**src/rtl/alien_fire_controller.sv**
```systemverilog
// alien_fire_controller
// Schedules enemy shots for the alien formation. After a frame-counted
// cooldown it picks a start column from a free-running 16-bit Galois LFSR,
// scans one column per cycle for an armed alien (the highest armed row
// index in the column), and issues a req/ack fire request to the enemy
// bullet pool. In-flight enemy bullets are tracked and capped at MAX_BULLETS.
//
// Optional build macro: ALIEN_FIRE_AIM_EN
//   Adds player_x/formation_x inputs and the ALIEN_SPACING_X parameter. When
//   lfsr[8] is set on scan start, the start column aims at the player.
//
// Ports:
//   clk            system clock
//   rst_n          asynchronous active-low reset
//   frame_tick     one-cycle pulse per video frame
//   enable         game running; low freezes firing
//   armed_matrix   bit [r*NUM_COLUMNS+c] set = alien (r,c) armed
//   bullet_done    one-cycle pulse, one enemy bullet retired
//   fire_ack       bullet pool accepts the request this cycle
//   player_x       (ALIEN_FIRE_AIM_EN) player x position
//   formation_x    (ALIEN_FIRE_AIM_EN) left edge of column 0
//   fire_req       fire request
//   fire_row       row index of the firing alien
//   fire_col       column index of the firing alien
//   active_bullets enemy bullets in flight
//   busy           high while selecting or requesting
module alien_fire_controller #(
  parameter int unsigned NUM_ROWS        = 2,
  parameter int unsigned NUM_COLUMNS     = 4,
  parameter int unsigned COOLDOWN_FRAMES = 60,
  parameter int unsigned MAX_BULLETS     = 2,
  parameter logic [15:0] LFSR_SEED       = 16'hACE1
`ifdef ALIEN_FIRE_AIM_EN
  ,
  parameter int unsigned ALIEN_SPACING_X = 64
`endif
) (
  input  logic                                 clk,
  input  logic                                 rst_n,
  input  logic                                 frame_tick,
  input  logic                                 enable,
  input  logic [NUM_ROWS*NUM_COLUMNS-1:0]      armed_matrix,
  input  logic                                 bullet_done,
  input  logic                                 fire_ack,
`ifdef ALIEN_FIRE_AIM_EN
  input  logic [15:0]                          player_x,
  input  logic [15:0]                          formation_x,
`endif
  output logic                                 fire_req,
  output logic [15:0]                          fire_row,
  output logic [15:0]                          fire_col,
  output logic [$clog2(MAX_BULLETS+1)-1:0]     active_bullets,
  output logic                                 busy
);

  localparam int unsigned COL_W = (NUM_COLUMNS > 1) ? $clog2(NUM_COLUMNS) : 1;
  localparam int unsigned ROW_W = (NUM_ROWS > 1) ? $clog2(NUM_ROWS) : 1;
  localparam int unsigned CNT_W = $clog2(NUM_COLUMNS + 1);
  localparam int unsigned AB_W  = $clog2(MAX_BULLETS + 1);

  localparam logic [15:0]      SEED      = (LFSR_SEED == 16'h0000) ? 16'h0001 : LFSR_SEED;
  localparam logic [15:0]      CD_RELOAD = 16'(COOLDOWN_FRAMES);
  localparam logic [COL_W-1:0] LAST_COL  = COL_W'(NUM_COLUMNS - 1);
  localparam logic [CNT_W-1:0] LAST_SCAN = CNT_W'(NUM_COLUMNS - 1);
  localparam logic [AB_W-1:0]  MAX_AB    = AB_W'(MAX_BULLETS);

  typedef enum logic [1:0] {COOLDOWN, SELECT, REQUEST} state_t;

  state_t           state;
  state_t           state_next;

  logic [15:0]      lfsr;
  logic [15:0]      lfsr_next;
  logic [15:0]      cd_cnt;
  logic [COL_W-1:0] scan_col;
  logic [CNT_W-1:0] scan_cnt;
  logic [ROW_W-1:0] lat_row;
  logic [COL_W-1:0] lat_col;

  logic [NUM_ROWS-1:0] col_bits [NUM_COLUMNS];
  logic [NUM_ROWS-1:0] cur_col;
  logic                col_hit;
  logic [ROW_W-1:0]    hit_row;
  logic                latched_armed;
  logic [COL_W-1:0]    start_col;

  // Control strobes from the next-state process to the datapath.
  logic cd_dec;
  logic cd_retry;
  logic scan_start;
  logic scan_step;
  logic hit_latch;
  logic shot_taken;

  // Regroup the flat matrix by column so a whole column is one lookup.
  for (genvar c = 0; c < NUM_COLUMNS; c++) begin : g_col
    for (genvar r = 0; r < NUM_ROWS; r++) begin : g_row
      assign col_bits[c][r] = armed_matrix[r*NUM_COLUMNS + c];
    end
  end

  assign lfsr_next     = {1'b0, lfsr[15:1]} ^ (lfsr[0] ? 16'hB400 : 16'h0000);
  assign latched_armed = col_bits[lat_col][lat_row];

  // Highest armed row index in the column under scan (lowest alien on screen).
  always_comb begin
    cur_col = col_bits[scan_col];
    col_hit = |cur_col;
    hit_row = '0;
    for (int unsigned r = 0; r < NUM_ROWS; r++) begin
      if (cur_col[r]) hit_row = ROW_W'(r);
    end
  end

`ifdef ALIEN_FIRE_AIM_EN
  logic [15:0] aim_diff;
  logic [31:0] aim_idx;

  always_comb begin
    aim_diff  = player_x - formation_x;
    aim_idx   = 32'(aim_diff) / ALIEN_SPACING_X;
    start_col = COL_W'(32'(lfsr[7:0]) % NUM_COLUMNS);
    if (lfsr[8]) begin
      if (player_x < formation_x)       start_col = '0;
      else if (aim_idx > NUM_COLUMNS-1) start_col = LAST_COL;
      else                              start_col = COL_W'(aim_idx);
    end
  end
`else
  always_comb begin
    start_col = COL_W'(32'(lfsr[7:0]) % NUM_COLUMNS);
  end
`endif

  always_ff @(posedge clk or negedge rst_n) begin
    if (!rst_n) state <= COOLDOWN;
    else        state <= state_next;
  end

  always_comb begin
    state_next = state;
    cd_dec     = 1'b0;
    cd_retry   = 1'b0;
    scan_start = 1'b0;
    scan_step  = 1'b0;
    hit_latch  = 1'b0;
    shot_taken = 1'b0;
    unique case (state)
      COOLDOWN: begin
        if (enable && frame_tick && cd_cnt != 16'd0) cd_dec = 1'b1;
        if (enable && cd_cnt == 16'd0 && active_bullets < MAX_AB) begin
          state_next = SELECT;
          scan_start = 1'b1;
        end
      end
      SELECT: begin
        // Leaving on enable low keeps cd_cnt (zero here) so firing resumes
        // as soon as enable returns.
        if (!enable) begin
          state_next = COOLDOWN;
        end else if (col_hit) begin
          state_next = REQUEST;
          hit_latch  = 1'b1;
        end else if (scan_cnt == LAST_SCAN) begin
          state_next = COOLDOWN;
          cd_retry   = 1'b1;
        end else begin
          scan_step  = 1'b1;
        end
      end
      REQUEST: begin
        // An ack is honoured even if enable drops or the alien disarms
        // in the same cycle.
        if (fire_ack) begin
          state_next = COOLDOWN;
          shot_taken = 1'b1;
        end else if (!enable) begin
          state_next = COOLDOWN;
        end else if (!latched_armed) begin
          state_next = SELECT;
          scan_start = 1'b1;
        end
      end
      default: state_next = COOLDOWN;
    endcase
  end

  always_comb begin
    fire_req = (state == REQUEST);
    busy     = (state == SELECT) || (state == REQUEST);
    fire_row = 16'(lat_row);
    fire_col = 16'(lat_col);
  end

  always_ff @(posedge clk or negedge rst_n) begin
    if (!rst_n) begin
      lfsr           <= SEED;
      cd_cnt         <= CD_RELOAD;
      scan_col       <= '0;
      scan_cnt       <= '0;
      lat_row        <= '0;
      lat_col        <= '0;
      active_bullets <= '0;
    end else begin
      lfsr <= lfsr_next;

      if (cd_dec)          cd_cnt <= cd_cnt - 16'd1;
      else if (cd_retry)   cd_cnt <= 16'd1;
      else if (shot_taken) cd_cnt <= CD_RELOAD;

      if (scan_start) begin
        scan_col <= start_col;
        scan_cnt <= '0;
      end else if (scan_step) begin
        scan_col <= (scan_col == LAST_COL) ? '0 : scan_col + COL_W'(1);
        scan_cnt <= scan_cnt + CNT_W'(1);
      end

      if (hit_latch) begin
        lat_row <= hit_row;
        lat_col <= scan_col;
      end

      // Ack and retire in the same cycle cancel out.
      if (shot_taken && !bullet_done) begin
        if (active_bullets != MAX_AB) active_bullets <= active_bullets + AB_W'(1);
      end else if (!shot_taken && bullet_done && active_bullets != '0) begin
        active_bullets <= active_bullets - AB_W'(1);
      end
    end
  end

endmodule

```
**config.mk**
```make
export PLATFORM = sky130hd
export DESIGN_NAME = alien_fire_controller
export DESIGN_NICKNAME = d
export VERILOG_FILES = /design/src/rtl/alien_fire_controller.sv
export SDC_FILE = /design/constraint.sdc
export NUM_CORES = 1
export LEC_CHECK = 0
export CAP_MARGIN = 10
export CORE_AREA = 3 3 94 96
export CTS_CLUSTER_DIAMETER = 30
export DETAILED_ROUTE_END_ITERATION = 10
export DIE_AREA = 0 0 97 99
export GPL_TIMING_DRIVEN = 0
export PLACE_DENSITY_LB_ADDON = 0.15
export SLEW_MARGIN = 25
export SYNTH_ARGS = -nofsm -noshare
export SYNTH_HDL_FRONTEND = slang
export SYNTH_SLANG_ARGS = --single-unit
```
**constraint.sdc**
```tcl
create_clock -name clk -period 2.6 [get_ports clk]
set_clock_uncertainty 0.1 [all_clocks]
set_input_delay 0.78 -clock clk [delete_from_list [all_inputs] [get_ports clk]]
set_output_delay 0.78 -clock clk [all_outputs]
set_load 0.05 [all_outputs]
```
Word-level counts from Yosys, hierarchy flattened
Index checks and enable logic that the tools add are counted.
{ "word_totals": {"regBits": 44, "inputBits": 14, "output_inout_bits": 36, "word_cells": 98} }
{ "op_classes": {"n_addsub": 5, "order_cmp": 4, "eq_ne": 9, "mux": 49, "bitwise_logic": 3, "reduce_logical": 20} }
{ "op_table": {"columns": ["operator", "n"], "rows": [
  ["16-bit 2-to-1 mux", 4],
  ["2-bit 2-to-1 mux", 17],
  ["1-bit 2-to-1 mux", 22],
  ["16-bit zero test", 1],
  ["16-bit nonzero test", 1],
  ["16-bit by 1-bit subtractor with 16-bit output (second input constant)", 1],
  ["15-bit by 16-bit bitwise XOR with 16-bit output", 1],
  ["2-bit binary-select mux with 2-bit select", 2],
  ["4-bit != test (second input constant)", 2],
  ["1-bit logical AND", 7],
  ["3-bit greater-or-equal comparator (second input constant)", 2],
  ["3-bit 2-to-1 mux", 2],
  ["2-bit NOT with 3-bit output", 2],
  ["2-bit one-hot mux with 3 select lines", 1],
  ["2-bit nonzero test", 3],
  ["2-bit by 1-bit adder with 2-bit output (second input constant)", 2],
  ["2-bit == test (second input constant)", 2],
  ["2-bit != test (second input constant)", 2],
  ["3-bit by 1-bit adder with 3-bit output (second input constant)", 1],
  ["3-bit by 2-bit == test with 1-bit output (second input constant)", 1],
  ["3-bit AND reduction", 1],
  ["3-bit nonzero test", 1],
  ["2-bit by 1-bit == test with 1-bit output (second input constant)", 1],
  ["1-bit zero test", 2],
  ["9 further kinds", 9]
]} }

Logic depth before layout (Yosys ltp)
Gate-level depths: netlist of run 1.
{ "logic_depth": {"word_depth": 11, "depth_mapped": 8, "ltp_nobuf": 7} }

Least setup slack after synthesis of run 1
OpenSTA, ideal clock, no wires.
{ "synth_timing": {"path_type": "input-to-reg", "start": "in armed_matrix[7]", "end": "reg scan_col[0]", "setup_ps": 125, "t_arrival_ps": 2561, "required_time_ps": 2375, "slack_ps": -185, "cell_stages": 5, "cell_sequence": "mux4_2 -> or2_2 -> nor3_2 -> mux2_2 -> mux2_2"} }
{ "synth_via": {"elab_chain_cells": 10, "word_cells_on_any_way": 18, "classes_between": "mux (16); reduce/logical (2)"} }
{ "synth_lines": {"columns": ["item", "line_no", "rtl"], "rows": [
  ["start, declared", "42", "input logic [NUM_ROWS*NUM_COLUMNS-1:0] armed_matrix,"],
  ["2-bit binary-select mux with 2-bit select", "103", "assign latched_armed = col_bits[lat_col][lat_row];"],
  ["2-bit 2-to-1 mux (not written as such) (2 in a row)", "103", null],
  ["1-bit 2-to-1 mux (not written as such) (2 in a row)", "103", null],
  ["1-bit 2-to-1 mux", "179", "end else if (!latched_armed) begin"],
  ["1-bit 2-to-1 mux", "177", "end else if (!enable) begin"],
  ["1-bit 2-to-1 mux", "174", "if (fire_ack) begin"],
  ["1-bit one-hot mux with 2 select lines", "148", "unique case (state)"],
  ["2-bit 2-to-1 mux / 2-bit nonzero test (equally long branches)", null, null],
  ["end signal, assigned", "212", "scan_col <= start_col;"],
  ["end signal, assigned", "215", "scan_col <= (scan_col == LAST_COL) ? '0 : scan_col + COL_W'(1);"],
  ["end, declared", "75", "logic [COL_W-1:0] scan_col;"]
]} }
Parallel ways exist; a longest one is shown, timed or not. The select of a mux whose other input is x is not followed.
A chain may end at the register's enable or synchronous reset.

Worst setup path after layout of run 1
{ "layout_timing": {"start": "reg cd_cnt[12]", "end": "reg state[1]"} }
{ "layout_via": {"elab_chain_cells": 5} }
{ "layout_lines": {"columns": ["item", "line_no", "rtl"], "rows": [
  ["start, declared", "74", "logic [15:0] cd_cnt;"],
  ["start signal, assigned", "207", "if (cd_dec) cd_cnt <= cd_cnt - 16'd1;"],
  ["16-bit zero test", "151", "if (enable && cd_cnt == 16'd0 && active_bullets < MAX_AB) begin"],
  ["1-bit logical AND (2 in a row)", "151", null],
  ["2-bit != test (no source line)", null, null],
  ["3-bit AND reduction (no source line)", null, null],
  ["end signal, assigned", "137", "else state <= state_next;"],
  ["end, declared", "69", "state_t state;"]
]} }
No other way between the ends.

==> impl_metrics.json, run 1 <==
{
  "status": "complete, no violations",
  "vias": 1728,
  "grt_pass1_wl_microns": 8086,
  "avgSynthCellArea_sq_um": 10.73,
  "cap_violations": 0,
  "antenna_found_initial": 0,
  "setup.worst_path.start_class": "flop",
  "async_reset_ff_share_pct": 100.0,
  "portBuffers": 20,
  "rsz0062_at_grt": "no",
  "relSlewSlack_pct": 66.77,
  "final-setup-viol-count": 0,
  "diodes": 0,
  "period_needed_ns": 2.557,
  "synth-simple-area-share_pct": 13.22,
  "cts_buffers": 5,
  "cts.sinks": 44,
  "dp_hpwl_microns": 3464,
  "arrival_ns": 2.65,
  "slowest_delay_ns": 0.44,
  "wl_per_cell_microns": 11.94,
  "clockBufferDepth": 2,
  "final_cells": 392,
  "power_mw": 2.776,
  "synthXorXnorAreaFrac_pct": 1.452,
  "fin_util_pct": 37.47,
  "coreArea_sq_um": 8134,
  "cp.required_ns": 2.69,
  "path_class": "flop to flop",
  "leakage_nw": 1.424,
  "synth.area.top_cells": "dfrtp_1 (33%), dfstp_2 (13%), buf_4 (9.3%), ha_1 (4.7%), mux2_2 (4.2%)",
  "endpoint_kind": "flop",
  "vias_per_cell": 4.408,
  "synth_adder_area_share_pct": 4.666,
  "cts_tree": "yes",
  "detail-route-antenna-nets": 0,
  "path_common_cell": "or3_4",
  "firstDrtPassIters": 4,
  "synthFlopType": "dfrtp_1",
  "top_level_ports": 50,
  "clk-insertion-delay-late_ns": 0.30,
  "syn_area_sq_um": 2414,
  "routed_wl_microns": 4680,
  "synth_top_family_by_area": "simple AND/OR/NAND/NOR gates",
  "drive_gt1_share_pct": 29.97,
  "htreeDepth": 2,
  "dp.cells": 379,
  "yosysWarnings": 0,
  "seq_area_frac_synth_pct": 46.24,
  "slew_violations": 0,
  "synthToLayoutAreaGrowth_pct": 26.28,
  "die_w_microns": 97,
  "p_per_area_nw_per_um2": 910.8,
  "grt.total_usage_pct": 10.40,
  "fmax_mhz": 391.1,
  "drt_iter0_markers": 41,
  "drcViolationCount": 0,
  "yosysUniqueCellTypes": 47,
  "grt_max_degree": 27,
  "critical_path.cell_chain": "or3_4 > or3_4 > or4_4 > a221o_1 > mux2_1",
  "cp_max_fo": 5,
  "worst_pin_slew_ns": 0.4969,
  "gp_congestion": 0.7469,
  "hold_violations": 0,
  "clkTransAtPathRegs_ns": 0.09,
  "overflow": 0,
  "die_y_microns": 99,
  "initial_core_util_pct": 29.67,
  "nets": 309,
  "synthCells": 225,
  "root_buffer": "clkbuf_8",
  "ir_worst_vdd_uv": 221.1,
  "grt_pass1_vias": 1659,
  "synth_compound_area_share_pct": 12.86,
  "netlist.area_leader.share_pct": 33.18,
  "fin_crit_sh_pct": 98.35,
  "synth_seq_cells": 44,
  "yosysTopAreaCell": "dfrtp_1",
  "min_path_type": "flop to flop",
  "num_rows": 33,
  "holdBufCountCts": 0,
  "dieArea_sq_um": 9603,
  "slowest_stage": "or4_4",
  "synth_edf_count": 0,
  "synth.area.mux_share_pct": 10.06
}
-- worst max-delay path, delay by kind of cell (launching register included) --
kind / cells / cell delay (ns)
simple gates: 3 / 1.28
flops: 1 / 0.40
compound gates: 1 / 0.36
mux: 1 / 0.31
-- flip-flops by register name (all words and copies together), names as in the netlist --
name / cells
active_bullets: 2
cd_cnt: 16
lfsr: 16
scan_col: 2
lat_col: 2
lat_row: 1
scan_cnt: 3
state: 2
-- report_power, final --
group          total, mW  internal [mW]  switching (mW)
clock              0.541          0.290           0.251
sequential          1.04          0.862           0.176
combinational       1.20          0.543           0.654
-- cells in the final DEF, fill, tap and decap left out, types with 2 or more instances in the layout --
cell type	instances
buf_4	36
dfrtp_1	32
conb_1	29
nor2_1	16
dfstp_2	12
nand2_1	11
a31oi_1	10
a21oi_1	10
dlygate4sd2_1	10
ha_1	9
inv_1	8
nand3_1	8
mux2_2	8
clkdlybuf4s50_1	8
nor3_1	6
o21ai_0	5
clkbuf_8	5
mux4_2	4
mux2i_1	4
a211oi_1	4
xor2_1	3
or3_4	3
nand2b_1	3
o221a_2	3
a21o_1	2
clkbuf_4	2
nand4_1	2
or3_1	2
-- kinds of logic (layout without fill, tap and decap cells) --
group	Yosys count	in the layout
AOI/OAI and AO/OA	45	45
xor gates and xnor gates	4	4
adders and majority gates	9	9
buffers and inverters	43	77
DFF	44	44
muxes	18	18
other	1	29
and+or+nand+nor	61	61
-- cells in the mapped netlist (all sizes together), types with 4 or more instances --
cell and instances:
nor2 16, inv 8, o21ai 6, mux4 4, dfrtp 32, dfstp 12
nand3 8, buf 30, a31oi 10, nand2 11, or3 5, mux2 10
nor3 8, ha 9, clkbuf 5, mux2i 4, a21oi 10, a211oi 4
-- repair_timing --
| item | CTS | global route |
|---|---|---|
| pin swaps | 2 | 4 |
| buffers inserted | 2 | 4 |
| resized for setup | 17 | 4 |
| endpoints found under the setup margin | 21 | 15 |
-- area by class of cell --
class                   count  area, sq um
repair buffers             27        250.2
fillers                   826         5086
well taps                 105        131.4
plain buffers              34        249.0
clock buffers               5        68.82
clock inverters             3        46.29
multi-input cells         166         1156
flip-flops and latches     44         1116
inverters                   8        30.03
-- per-stage QoR --
stage	cell area, sq um	hold slack [ns]	worst slack, ns	setup TNS [ns]
final	3048	0.2479	0.04284	0
after global routing	3048	0.2577	0.0006908	0
after CTS	3008	0.2507	0.01853	0
after detailed placement	2874	0.2372	-0.6507	-10.27
after global placement	2859	0.2358	-0.6642	-32.26
after floorplan	2527	0.2312	0.01069	0
-- metal layers --
metal | track usage [%] | vias up | routed length, microns
met5 | 0 | - | 0
li1 | - | 870 | -
met4 | 3.240 | 0 | 60
met1 | 13.80 | 812 | 2223
met2 | 16.67 | 41 | 2145
met3 | 2.760 | 5 | 250
-- path summary, 6_finish.rpt --
| path | slack [ns] | end | depth (start not counted) | startpoint |
|---|---|---|---|---|
| min reg2reg | 0.25 | lfsr[2] | 0 | lfsr[3] |
| max in group asynchronous | 1.50 | lfsr[7] | 2 | rst_n |
| max | 0.04 | state[1] | 5 | cd_cnt[12] |
| min | 0.25 | lfsr[2] | 0 | lfsr[3] |
| min in group asynchronous | 0.32 | state[0] | 1 | rst_n |
| max reg2reg | 0.04 | state[1] | 5 | cd_cnt[12] |
No activity file was read; power rests on OpenSTA's default activity.
==> run 2: changes to the inputs <==
CTS_CLUSTER_SIZE = 10   (was unset)
==> results of run 2 <==
Final layout, timing and power as in run 1 (identical DEF).
==> RTL change 1: new RTL, flow settings as in run 1 <==
Add a define of `ALIEN_FIRE_AIM_EN`.
--- a/src/rtl/alien_fire_controller.sv
+++ b/src/rtl/alien_fire_controller.sv
@@ -24,6 +24,8 @@
 //   fire_col       column index of the firing alien
 //   active_bullets enemy bullets in flight
 //   busy           high while selecting or requesting
+`define ALIEN_FIRE_AIM_EN
+
 module alien_fire_controller #(
   parameter int unsigned NUM_ROWS        = 2,
   parameter int unsigned NUM_COLUMNS     = 4,
Interface: changed (added formation_x and player_x); port bits go from 50 to 82. No check against the original RTL was run, so the function may have changed too.
==> RTL change 1 against run 1 <==
Utilization is 17 points higher; sequential cell count stayed put; critical path depth is 2 higher; critical endpoint is now scan_col[0]; setup slack worse by 0.068 ns; area after synthesis is 28% higher; global-route usage is 4.3 points higher; maximum frequency is 2.6% lower; final area is 46% higher; the flow now finishes with violations (negative setup slack); total power is 27% higher; wire length is 53% higher.
==> RTL change 1: results (changes against run 1) <==
Logic synthesis:
- The count of warnings emitted by yosys is 0 (unchanged).
- The area share of the largest cell type after synthesis is 25.8% (-7.3 points).
- Ranked by total cell area, the synthesized netlist is headed by sky130_fd_sc_hd__dfrtp_1 (26%), sky130_fd_sc_hd__dfstp_2 (10%), sky130_fd_sc_hd__ha_1 (9.7%), sky130_fd_sc_hd__buf_4 (7.5%), sky130_fd_sc_hd__nor2_1 (3.8%).
- The portion of the post-synthesis area used by sequential elements is 36.0% (-10 points).
- The count of unique library cells instantiated by Yosys is 58 (+23%).
- After synthesis, the most frequently instantiated cells are sky130_fd_sc_hd__dfrtp_1 (32), sky130_fd_sc_hd__buf_4 (31), sky130_fd_sc_hd__nor2_1 (31), sky130_fd_sc_hd__nand2_1 (28).

Placed design:
- The estimated wirelength of the detail-placed design is 5.17 mm (+49%).
- The count of input and output buffers came to 52 (+160%).
- The placement-stage worst setup slack is -0.886 ns (-0.236 ns).
- The routability-driven placement congestion ratio came to 0.797 (+6.7%).
- The total placed cells including tap cells is 527 (+39%).

Cells and area:
- The net count reported at finish is 521 (+69%).
- The fraction of final layout cells sized beyond drive strength 1 is 33.8% (+3.9 points).
- The total of fill cells in the finished design is 736 (-11%).

Clocking:
- The post-CTS clock slew at the launch and capture registers of the worst setup and hold paths is 0.09 ns (about the same).
- The depth of the CTS H-tree was 2 (unchanged).

Global route:
- The maximum number of pins on one net before global-route repair is 30 (+11%).
- The via count of the first global-routing pass was 2,635 (+59%).
- The global-route usage over all layers is 14.7% (+4.3 points).
- The global-route wire length before repair is 12.0 mm (+48%).

Power and ir drop:
- The maximum vdd drop is 0.398 mV (+80%).
- The static leakage is 2.07 nW (+45%).

STA:
- The post-route worst setup slack was -0.0250 ns (-0.0679 ns).
- The final setup violation count is 1 (+1).
- The measured slew at the worst slew-check pin is 0.647 ns (+0.150 ns).

Min path:
- The worst hold-check path type is reg2reg.

Detailed routing:
- The number of vias in the routed layout is 2,702 (+56%).
- The final routed wirelength across all metal layers is 7.14 mm (+53%).
- The routed wire length per instance is 12.8 um (+7.4%).
- The iteration-0 DRC count of the detailed router came to 54 (+32%).

Critical path:
- The arrival time reported for the critical path endpoint is 2.69 ns (+0.04 ns).
- The largest fanout of any net on the critical path came to 7 (+2).

Outcome:
- The checks that failed: negative setup slack.
- The run finished, with violations left.
-- RTL change 1: timing repair --
item | 4_1_cts | 5_1_grt
setup endpoints to repair | 8 | 18
buffers inserted | 6 | 17
resized for setup | 56 | 61
pin swaps | 26 | 31
-- RTL change 1: routing by layer --
metal  part of all wire (%)  track usage [%]  vias up
met5                      0                0        -
met4                    1.0             4.00        0
met3                    3.7             2.41        5
met2                     52             26.3       45
met1                     43             18.3     1275
li1                       -                -     1377
-- RTL change 1: path summary, 6_finish.rpt --
| kind | slack [ns] | start | cells after the start | end |
|---|---|---|---|---|
| worst max-delay path | -0.03 | armed_matrix[3] | 7 | scan_col[0] |
| worst min-delay path | 0.26 | lfsr[2] | 0 | lfsr[1] |
| worst max register to register | 0 | cd_cnt[8] | 8 | scan_col[0] |
| worst min register to register | 0.26 | lfsr[2] | 0 | lfsr[1] |
| max in group asynchronous | 1.54 | rst_n | 2 | lfsr[11] |
| min in group asynchronous | 0.29 | rst_n | 1 | active_bullets[0] |
-- RTL change 1: power breakdown --
part	switching (mW)	internal [mW]	total [mW]
combinational	1.01	0.841	1.85
clock	0.245	0.289	0.534
sequential	0.232	0.901	1.13
total	1.49	2.03	3.52
-- RTL change 1: kinds of logic (layout without fill, tap and decap cells) --
logic type | Yosys count | in the layout | synth area share, %
DFF | 44 | 44 | 36.0
muxes | 9 | 9 | 4.64
adders and majority gates | 24 | 24 | 9.69
buffers and inverters | 59 | 142 | 11.0
xor gates and xnor gates | 9 | 9 | 2.54
and+or+nand+nor | 106 | 106 | 17.0
other | 1 | 29 | 0.121
AOI/OAI and AO/OA | 89 | 89 | 19.0
-- RTL change 1: final cells by class --
type	instances	share of cell area (%)
clock buffers	5	1.54
flip-flops and latches	44	25.0
well taps	105	2.94
clock inverters	3	1.07
repair buffers	76	14.9
plain buffers	34	6.11
inverters	24	2.30
multi-input cells	266	46.2
-- RTL change 1: through the flow --
step | hold slack, ns | setup TNS (ns) | utilization [%]
final | 0.258 | -0.0250 | 54.9
after global routing | 0.261 | -0.255 | 54.9
after CTS | 0.258 | -0.157 | 52.0
after detailed placement | 0.235 | -6.70 | 48.7
after global placement | 0.235 | -23.35 | 48.5
after floorplan | 0.231 | -0.182 | -
-- RTL change 1: worst max-delay path, cell delays in order --
cell                              delay, ns
sky130_fd_sc_hd__clkdlybuf4s50_1       0.42
sky130_fd_sc_hd__mux4_2                0.55
sky130_fd_sc_hd__nor4_4                0.23
sky130_fd_sc_hd__buf_4                 0.19
sky130_fd_sc_hd__mux2_4                0.31
sky130_fd_sc_hd__o32ai_2               0.15
sky130_fd_sc_hd__a41oi_2               0.05
==> RTL change 2: new RTL, flow settings as in run 1 <==
Without the edit above. Reset style: synchronous (`rst_n`), changed in 2 clocked blocks. Comments in the files are not updated.
--- a/src/rtl/alien_fire_controller.sv
+++ b/src/rtl/alien_fire_controller.sv
@@ -132,7 +132,7 @@
   end
 `endif
 
-  always_ff @(posedge clk or negedge rst_n) begin
+  always_ff @(posedge clk) begin
     if (!rst_n) state <= COOLDOWN;
     else        state <= state_next;
   end
@@ -192,7 +192,7 @@
     fire_col = 16'(lat_col);
   end
 
-  always_ff @(posedge clk or negedge rst_n) begin
+  always_ff @(posedge clk) begin
     if (!rst_n) begin
       lfsr           <= SEED;
       cd_cnt         <= CD_RELOAD;
Formal check against the unedited RTL: no difference found for any inputs over 10 cycles, from zero or initial values and one cycle with rst_n low; that may be too few to reach the edited logic, so the function may still have changed.
==> RTL change 2 against run 1 <==
Wire length rose by 16%; count of clock-buffer cells in the layout is the same; area after synthesis fell by 0.73%; largest cell class unchanged; final area fell by 0.49%; sequential share of layout area fell by 7.6 points; critical endpoint is now fire_row[0]; global-route usage is 0.94 points higher; setup slack gained 0.020 ns; sequential cell count unchanged; critical path type is now reg2out.
Power is not compared: it rests on default switching activity, and its combinational part moved more than twofold at a synthesized area within 25%.
==> RTL change 2: results (changes against run 1) <==
Outcome:
- The run finished with clean final reports.

Critical path:
- The arrival time reported for the critical path endpoint is 1.66 ns (-0.99 ns).
- The slowest stage of the critical path belongs to the cell sky130_fd_sc_hd__clkdlybuf4s50_1.
- The biggest cell delay along the critical path came to 0.78 ns (+0.34 ns).

Logic synthesis:
- The area fraction in compound gates after synthesis came to 17.0% (+4.1 points).
- The count of unique library cells instantiated by Yosys is 50 (+6.4%).
- The portion of the post-synthesis area used by sequential elements is 36.8% (-9.5 points).
- After synthesis, the most frequently instantiated cells are sky130_fd_sc_hd__dfxtp_1 (44), sky130_fd_sc_hd__buf_4 (30), sky130_fd_sc_hd__nand2_1 (19), sky130_fd_sc_hd__nor2_1 (16).
- The fraction of synthesized area in multiplexers is 5.74% (-4.3 points).
- By area the synthesized netlist is led by sky130_fd_sc_hd__dfxtp_1 (37%), sky130_fd_sc_hd__buf_4 (9.4%), sky130_fd_sc_hd__ha_1 (4.7%), sky130_fd_sc_hd__nand2_1 (3.0%), sky130_fd_sc_hd__a311oi_1 (2.9%).
- The synthesized-area fraction occupied by xor and xnor cells is 1.46% (+0.011 points).
- In the synthesized netlist the dominant register cell turns out to be sky130_fd_sc_hd__dfxtp_1.
- The fraction of registers with async set or reset after synthesis was 0% (-100 points).
- The adder-cell share of the synthesized area is 4.70% (+0.034 points).

Cells and area:
- The total of fill cells in the finished design is 843 (+2.1%).
- The post-route core utilization is 37.3% (-0.18 points).
- The fraction of final layout cells sized beyond drive strength 1 was 20.9% (-9.1 points).
- The net count reported at finish was 352 (+14%).

Min path:
- The worst hold-check path type is reg2reg.

Power and ir drop:
- The switching power is 0.438 mW.

STA:
- The measured slew at the worst slew-check pin is 0.625 ns (+0.128 ns).

Placed design:
- The estimated wirelength of the detail-placed design was 4.08 mm (+18%).
- The routability-driven placement congestion ratio came to 0.766 (+2.5%).
- The instance area at placement is 2830 um2 (-1.4%).

Detailed routing:
- The final routed wirelength across all metal layers came to 5.44 mm (+16%).
- The detailed-router iteration count before antenna repair is 4 (unchanged).
- The iteration-0 DRC count of the detailed router is 65 (+59%).
- The average vias per placed instance is 4.65 (+5.4%).

Global route:
- The via count of the first global-routing pass is 1,843 (+11%).
- The global-route usage over all layers is 11.3% (+0.94 points).
- The maximum number of pins on one net before global-route repair is 16 (-41%).
- The global-route wire length before repair is 9.00 mm (+11%).
RTL change 2: final cells by class:
type	count	share of cell area, %
plain buffers	37	8.46
clock inverters	3	1.53
clock buffers	5	2.27
flip-flops and latches	44	29.0
well taps	105	4.33
inverters	11	1.36
repair buffers	28	8.17
multi-input cells	202	44.8
RTL change 2: cell families (layout without fill, tap and decap cells):
| family | count (synthesis) | in the layout |
|---|---|---|
| AOI/OAI and AO/OA | 55 | 55 |
| xor gates and xnor gates | 4 | 4 |
| adders and majority gates | 9 | 9 |
| buffers and inverters | 49 | 84 |
| DFF | 44 | 44 |
| muxes | 10 | 10 |
| other | 1 | 29 |
| and+or+nand+nor | 95 | 95 |
RTL change 2: timing repair:
action,CTS,global route
endpoints found under the setup margin,21,16
cloned,0,0
resized for setup,21,4
buffers inserted,2,6
pin swaps,2,2
RTL change 2: through the flow:
step	std cells	setup slack (ns)	TNS [ns]	hold WS [ns]
after floorplan	295	0.0904	0	0.286
after detailed placement	420	-0.797	-11.32	0.293
after CTS	429	0.0234	0	0.314
final	435	0.0633	0	0.310
after global routing	435	0.0233	0	0.326
after global placement	420	-0.796	-11.11	0.288
RTL change 2: layer usage:
metal	up-vias	global-route usage (%)	wire (um)
met3	5	2.83	247
met1	944	15.3	2580
met2	41	18.1	2570
li1	1032	-	-
met4	0	3.24	45
met5	-	0	0
RTL change 2: worst paths after layout:
check / start / to / slack (ns) / cells after the start
worst max-delay path: lat_row / fire_row[0] / 0.06 / 2
worst min-delay path: lfsr[8] / lfsr[7] / 0.31 / 1
worst max register to register: cd_cnt[0] / cd_cnt[14] / 0.30 / 8
worst min register to register: lfsr[8] / lfsr[7] / 0.31 / 1
RTL change 2: critical path, delay by kind of cell, from the launching register on:
kind | cells | cell delay [ns]
flip-flops | 1 | 0.43
buffers and inverters | 2 | 0.92
